$ cat src/rtl/cla32.sv
// cla32: 32-bit two-level carry-lookahead adder with a registered 33-bit sum.
// Optional CLA32_IN_REG_EN adds an input register stage (2-cycle latency).

module cla_la4 (
  input  logic [3:0] p,
  input  logic [3:0] g,
  input  logic       ci,
  output logic [3:0] c,
  output logic       pg,
  output logic       gg
);

  // Every carry is a flat sum of products of p/g and ci; none ripples.
  always_comb begin
    c[0] = ci;
    c[1] = g[0]
         | (p[0] & ci);
    c[2] = g[1]
         | (p[1] & g[0])
         | (p[1] & p[0] & ci);
    c[3] = g[2]
         | (p[2] & g[1])
         | (p[2] & p[1] & g[0])
         | (p[2] & p[1] & p[0] & ci);
    pg   = &p;
    gg   = g[3]
         | (p[3] & g[2])
         | (p[3] & p[2] & g[1])
         | (p[3] & p[2] & p[1] & g[0]);
  end

endmodule

module cla4 (
  input  logic [3:0] a,
  input  logic [3:0] b,
  input  logic       ci,
  output logic [3:0] sum,
  output logic       pg,
  output logic       gg
);

  logic [3:0] p;
  logic [3:0] g;
  logic [3:0] c;

  assign p = a ^ b;
  assign g = a & b;

  cla_la4 u_la (
    .p  (p),
    .g  (g),
    .ci (ci),
    .c  (c),
    .pg (pg),
    .gg (gg)
  );

  assign sum = p ^ c;

endmodule

module cla_lcu2 (
  input  logic [1:0] pg,
  input  logic [1:0] gg,
  input  logic       ci,
  output logic       c_mid,
  output logic       c_out
);

  // Top unit: carries into the upper half and out of the whole word.
  always_comb begin
    c_mid = gg[0]
          | (pg[0] & ci);
    c_out = gg[1]
          | (pg[1] & gg[0])
          | (pg[1] & pg[0] & ci);
  end

endmodule

module cla32 (
  input  logic        clk,
  input  logic        rst,
  input  logic        in_valid,
  input  logic [31:0] a,
  input  logic [31:0] b,
  output logic [32:0] s,
  output logic        out_valid
);

  logic [31:0] core_a;
  logic [31:0] core_b;
  logic        core_v;

`ifdef CLA32_IN_REG_EN
  logic [31:0] a_q;
  logic [31:0] b_q;
  logic        v_q;

  // Input stage: operands captured so the core sits between two registers.
  always_ff @(posedge clk) begin
    if (rst) begin
      a_q <= '0;
      b_q <= '0;
      v_q <= 1'b0;
    end else begin
      a_q <= a;
      b_q <= b;
      v_q <= in_valid;
    end
  end

  assign core_a = a_q;
  assign core_b = b_q;
  assign core_v = v_q;
`else
  assign core_a = a;
  assign core_b = b;
  assign core_v = in_valid;
`endif

  logic [7:0]  pg_b;
  logic [7:0]  gg_b;
  logic [7:0]  cb;
  logic [31:0] sum;
  logic        pg_lo;
  logic        gg_lo;
  logic        pg_hi;
  logic        gg_hi;
  logic        c16;
  logic        c32;

  for (genvar i = 0; i < 8; i++) begin : g_blk
    cla4 u_blk (
      .a   (core_a[4*i +: 4]),
      .b   (core_b[4*i +: 4]),
      .ci  (cb[i]),
      .sum (sum[4*i +: 4]),
      .pg  (pg_b[i]),
      .gg  (gg_b[i])
    );
  end

  cla_la4 u_lcu_lo (
    .p  (pg_b[3:0]),
    .g  (gg_b[3:0]),
    .ci (1'b0),
    .c  (cb[3:0]),
    .pg (pg_lo),
    .gg (gg_lo)
  );

  cla_la4 u_lcu_hi (
    .p  (pg_b[7:4]),
    .g  (gg_b[7:4]),
    .ci (c16),
    .c  (cb[7:4]),
    .pg (pg_hi),
    .gg (gg_hi)
  );

  cla_lcu2 u_lcu_top (
    .pg    ({pg_hi, pg_lo}),
    .gg    ({gg_hi, gg_lo}),
    .ci    (1'b0),
    .c_mid (c16),
    .c_out (c32)
  );

  // Output stage: sum updates every cycle, out_valid qualifies it.
  always_ff @(posedge clk) begin
    if (rst) begin
      s         <= '0;
      out_valid <= 1'b0;
    end else begin
      s         <= {c32, sum};
      out_valid <= core_v;
    end
  end

endmodule

$ cat config.mk
export PLATFORM = sky130hd
export DESIGN_NAME = cla32
export DESIGN_NICKNAME = d
export VERILOG_FILES = /design/src/rtl/cla32.sv
export SDC_FILE = /design/constraint.sdc
export NUM_CORES = 1
export LEC_CHECK = 0
export ABC_CLOCK_PERIOD_IN_PS = 7400
export CAP_MARGIN = 20
export CORE_MARGIN = 1
export CORE_UTILIZATION = 45
export CTS_BUF_LIST = sky130_fd_sc_hd__clkbuf_16
export CTS_CLUSTER_SIZE = 24
export DETAILED_ROUTE_END_ITERATION = 8
export GPL_TIMING_DRIVEN = 0
export HOLD_SLACK_MARGIN = 0.15
export PLACE_DENSITY_LB_ADDON = 0.08
export SETUP_SLACK_MARGIN = 0.1
export SYNTH_ARGS = -nofsm -noshare
export SYNTH_HDL_FRONTEND = slang
export SYNTH_SLANG_ARGS = --single-unit
$ cat constraint.sdc
create_clock -name clk -period 7.4 [get_ports clk]
set_input_delay 1.48 -clock clk [delete_from_list [all_inputs] [get_ports clk]]
set_output_delay 1.48 -clock clk [all_outputs]
set_load 0.01 [all_outputs]
==> results.py <==
metrics = {
    "status": {
        "status": "completed",
    },
    "power_and_ir_drop": {
        "peakVddDrop_mv": 0.0965,
        "leakage_nw": 1.46,
        "power_density_nw_per_um2": 184,
    },
    "route": {
        "dr_wl_met3_um": 308,
        "wl_per_cell_um": 12.3,
        "wirelength_mm": 5.04,
        "viasPerCell": 5.11,
        "drc": 0,
        "wl_met2_mm": 2.50,
        "first_pass_iters": 6,
        "dr_total_vias": 2090,
        "drt_iter0_drc": 68,
        "antenna_left": 0,
        "topRoutingLayerUsed": "met4",
        "met1Wirelength_mm": 2.15,
    },
    "critical_path": {
        "startpoint_type": "input port",
        "worstPathRequired_ns": 7.55,
        "path_class": "input port to flop",
        "path_max_fanout": 5,
        "critPathCaptureType": "flop",
        "critical_path_arrival_ns": 4.20,
    },
    "clock_tree": {
        "cts-hold-fix-buffers": 0,
        "clockBufferDepth": 2,
        "ctsResizeCount": 0,
        "cts_root_buf": "clkbuf_16",
        "cts_setup_buffers": 0,
        "cts_buffers": 5,
        "clock-sinks": 34,
        "path_clk_slew_ns": 0.05,
        "htreeDepth": 2,
        "cts_tree": "yes",
    },
    "worst_hold_path": {
        "hp-start": "rst",
        "min_to": "s[20]",
        "worst_hold_path_type": "input port to flop",
        "hold-path-cell-count": 2,
    },
    "die": {
        "io_pins": 101,
        "initial_utilization_pct": 46.9,
        "core_um2": 4720,
        "dieHeight_um": 72.2,
        "row_count": 25,
        "die_area_um2": 5210,
        "dieWidth_um": 72.2,
    },
    "sta": {
        "post-route-min-period_ns": 4.05,
        "fin_setup_tns_ns": 0,
        "slew_viol_final": 0,
        "rsz0062_at_grt": "no",
        "finalCritPeriodShare_pct": 54.8,
        "worst_slew_pin_slew_ns": 0.573,
        "hold_viol_final": 0,
        "setup_viol": 0,
        "fmax_mhz": 247,
        "relSlewSlack_pct": 61.8,
    },
    "synth": {
        "ys_ff_latch": 34,
        "synthMuxAreaShare_pct": 0,
        "synth-xor-area-share_pct": 7.91,
        "synth_top_area_share_pct": 30.7,
        "ys_types": 47,
        "synth_fa_ha_area_share_pct": 25.3,
        "synth.area.top_cells": "dfxtp_1 (31%), ha_1 (18%), fa_1 (7.2%)",
        "synth_edf_count": 0,
        "synthFlopType": "dfxtp_1",
        "synth-compound-area-share_pct": 15.5,
        "synth-simple-area-share_pct": 18.5,
        "async_flop_share_pct": 0,
        "syn-num-nets": 343,
        "synth.cell_area_um2": 2220,
        "syn_inst": 236,
        "synth_top_family_by_area": "adder cells",
        "synth_largest_area_cell": "dfxtp_1",
        "ys_seq_area_share_pct": 30.7,
        "ys.warnings.count": 0,
        "syn_area_per_cell_um2": 9.39,
    },
    "finish": {
        "nNetsFinal": 449,
        "num-fill-cells": 367,
        "final_cells": 409,
        "postLayoutCoreUtil_pct": 72.5,
        "syn_to_final_growth_pct": 54.5,
        "final-seq-area_um2": 681,
        "n_antenna_cell": 0,
        "final_area_um2": 3420,
        "multi_input_comb_area_um2": 1490,
        "layout-drive-gt1-share_pct": 3.80,
    },
    "run": {
        "cap_violations": 0,
    },
    "placement": {
        "place.gp.congestion": 0.870,
        "dp_hpwl_mm": 4.00,
        "placed_area_um2": 3290,
        "place_inst": 402,
        "numPortBuffers": 99,
    },
    "grt": {
        "grt_pass1_wl_mm": 8.22,
        "grt.total_usage_pct": 20.5,
        "antenna_found_initial": 0,
        "grt_max_degree": 11,
        "grt_overflow_total": 0,
        "grt_pass1_vias": 1897,
    },
}
cells in the mapped netlist (2+ instances only):
master	instances
dfxtp_1	34
ha_1	32
nor2_1	28
a21oi_1	18
xnor2_1	15
nand2_1	10
nor2b_1	10
a21o_1	9
fa_1	8
inv_1	8
nand3_1	7
xor2_1	5
o21ai_0	4
and3_1	3
nor3_1	3
o21ai_1	3
a21boi_1	2
a41oi_1	2
buf_1	2
clkbuf_1	2
nand4_1	2
nor3b_1	2
nor4_1	2
o211ai_1	2
critical path: stages:
cell and delay, ns:
clkdlybuf4s50_1 0.46, ha_1 0.34, a41oi_1 0.21, o21ai_1 0.21
a311oi_1 0.40, nor2_1 0.13, nand2_1 0.10, nand2b_1 0.09
a21o_1 0.19, fa_1 0.37, xnor2_1 0.16, nor2_1 0.05
flip-flops by register name (all words and copies together), names as in the netlist:
name and cells:
out_valid 1, s 33
where the power goes:
| part | leakage (nW) | switching (mW) | internal [mW] |
|---|---|---|---|
| Combinational | 1.11 | 0.0962 | 0.129 |
| Sequential | 0.283 | 0.00593 | 0.208 |
| Clock | 0.0723 | 0.0707 | 0.120 |
placed cells by master, fill, tap and decap left out, drive strengths merged, types with 2 or more instances in the layout:
cell | synthesis | final
dfxtp | 34 | 34
nand2 | 11 | 11
clkbuf | 2 | 7
and3 | 4 | 4
nand4 | 2 | 2
ha | 32 | 32
nor2b | 10 | 10
fa | 8 | 8
inv | 8 | 10
o21ai | 7 | 7
xor2 | 5 | 5
a21o | 9 | 9
xnor2 | 15 | 15
nor3b | 2 | 2
nor2 | 28 | 28
a21oi | 18 | 18
a21boi | 2 | 2
clkdlybuf4s50 | 0 | 99
nand3 | 7 | 7
a41oi | 2 | 2
o211ai | 3 | 3
and2 | 2 | 2
nor3 | 3 | 3
buf | 2 | 2
nor4 | 2 | 2
final cells by class:
type	count	area share [%]
repair buffers	99	28.9
well taps	67	2.45
multi-input cells	190	43.5
plain buffers	4	0.439
clock buffers	5	3.65
inverters	8	0.877
clock inverters	2	0.219
flip-flops and latches	34	19.9
routing by layer:
metal	GRT usage, %	vias up
li1	-	1051
met3	5.14	8
met5	0	-
met2	35.9	77
met1	23.6	954
met4	8.93	0
through the flow:
step | power [mW] | hold slack [ns] | setup slack, ns
floorplan | 0.336 | 1.61 | 3.79
global placement | 0.438 | 1.85 | 3.08
detailed placement | 0.442 | 1.87 | 3.07
CTS | 0.636 | 1.59 | 3.35
global route | 0.667 | 1.62 | 3.16
finish | 0.630 | 1.59 | 3.35
logic make-up after synthesis:
kind of cell / Yosys count
flip-flops: 34
adder cells (fa/ha/maj): 40
AO/OA/AOI/OAI: 51
AND/OR/NAND/NOR: 79
buffers and inverters: 12
XOR/XNOR: 20
worst max-delay path by stage:
| stage | start | endpoint | slack (ns) |
|---|---|---|---|
| floorplan | a[2] | s[13] | 3.79 |
| global placement | a[1] | s[13] | 3.08 |
| detailed placement | a[1] | s[13] | 3.07 |
| CTS | a[1] | s[13] | 3.35 |
| global route | a[1] | s[13] | 3.16 |
| finish | a[1] | s[13] | 3.35 |
Power figures use the tool's default switching activity.
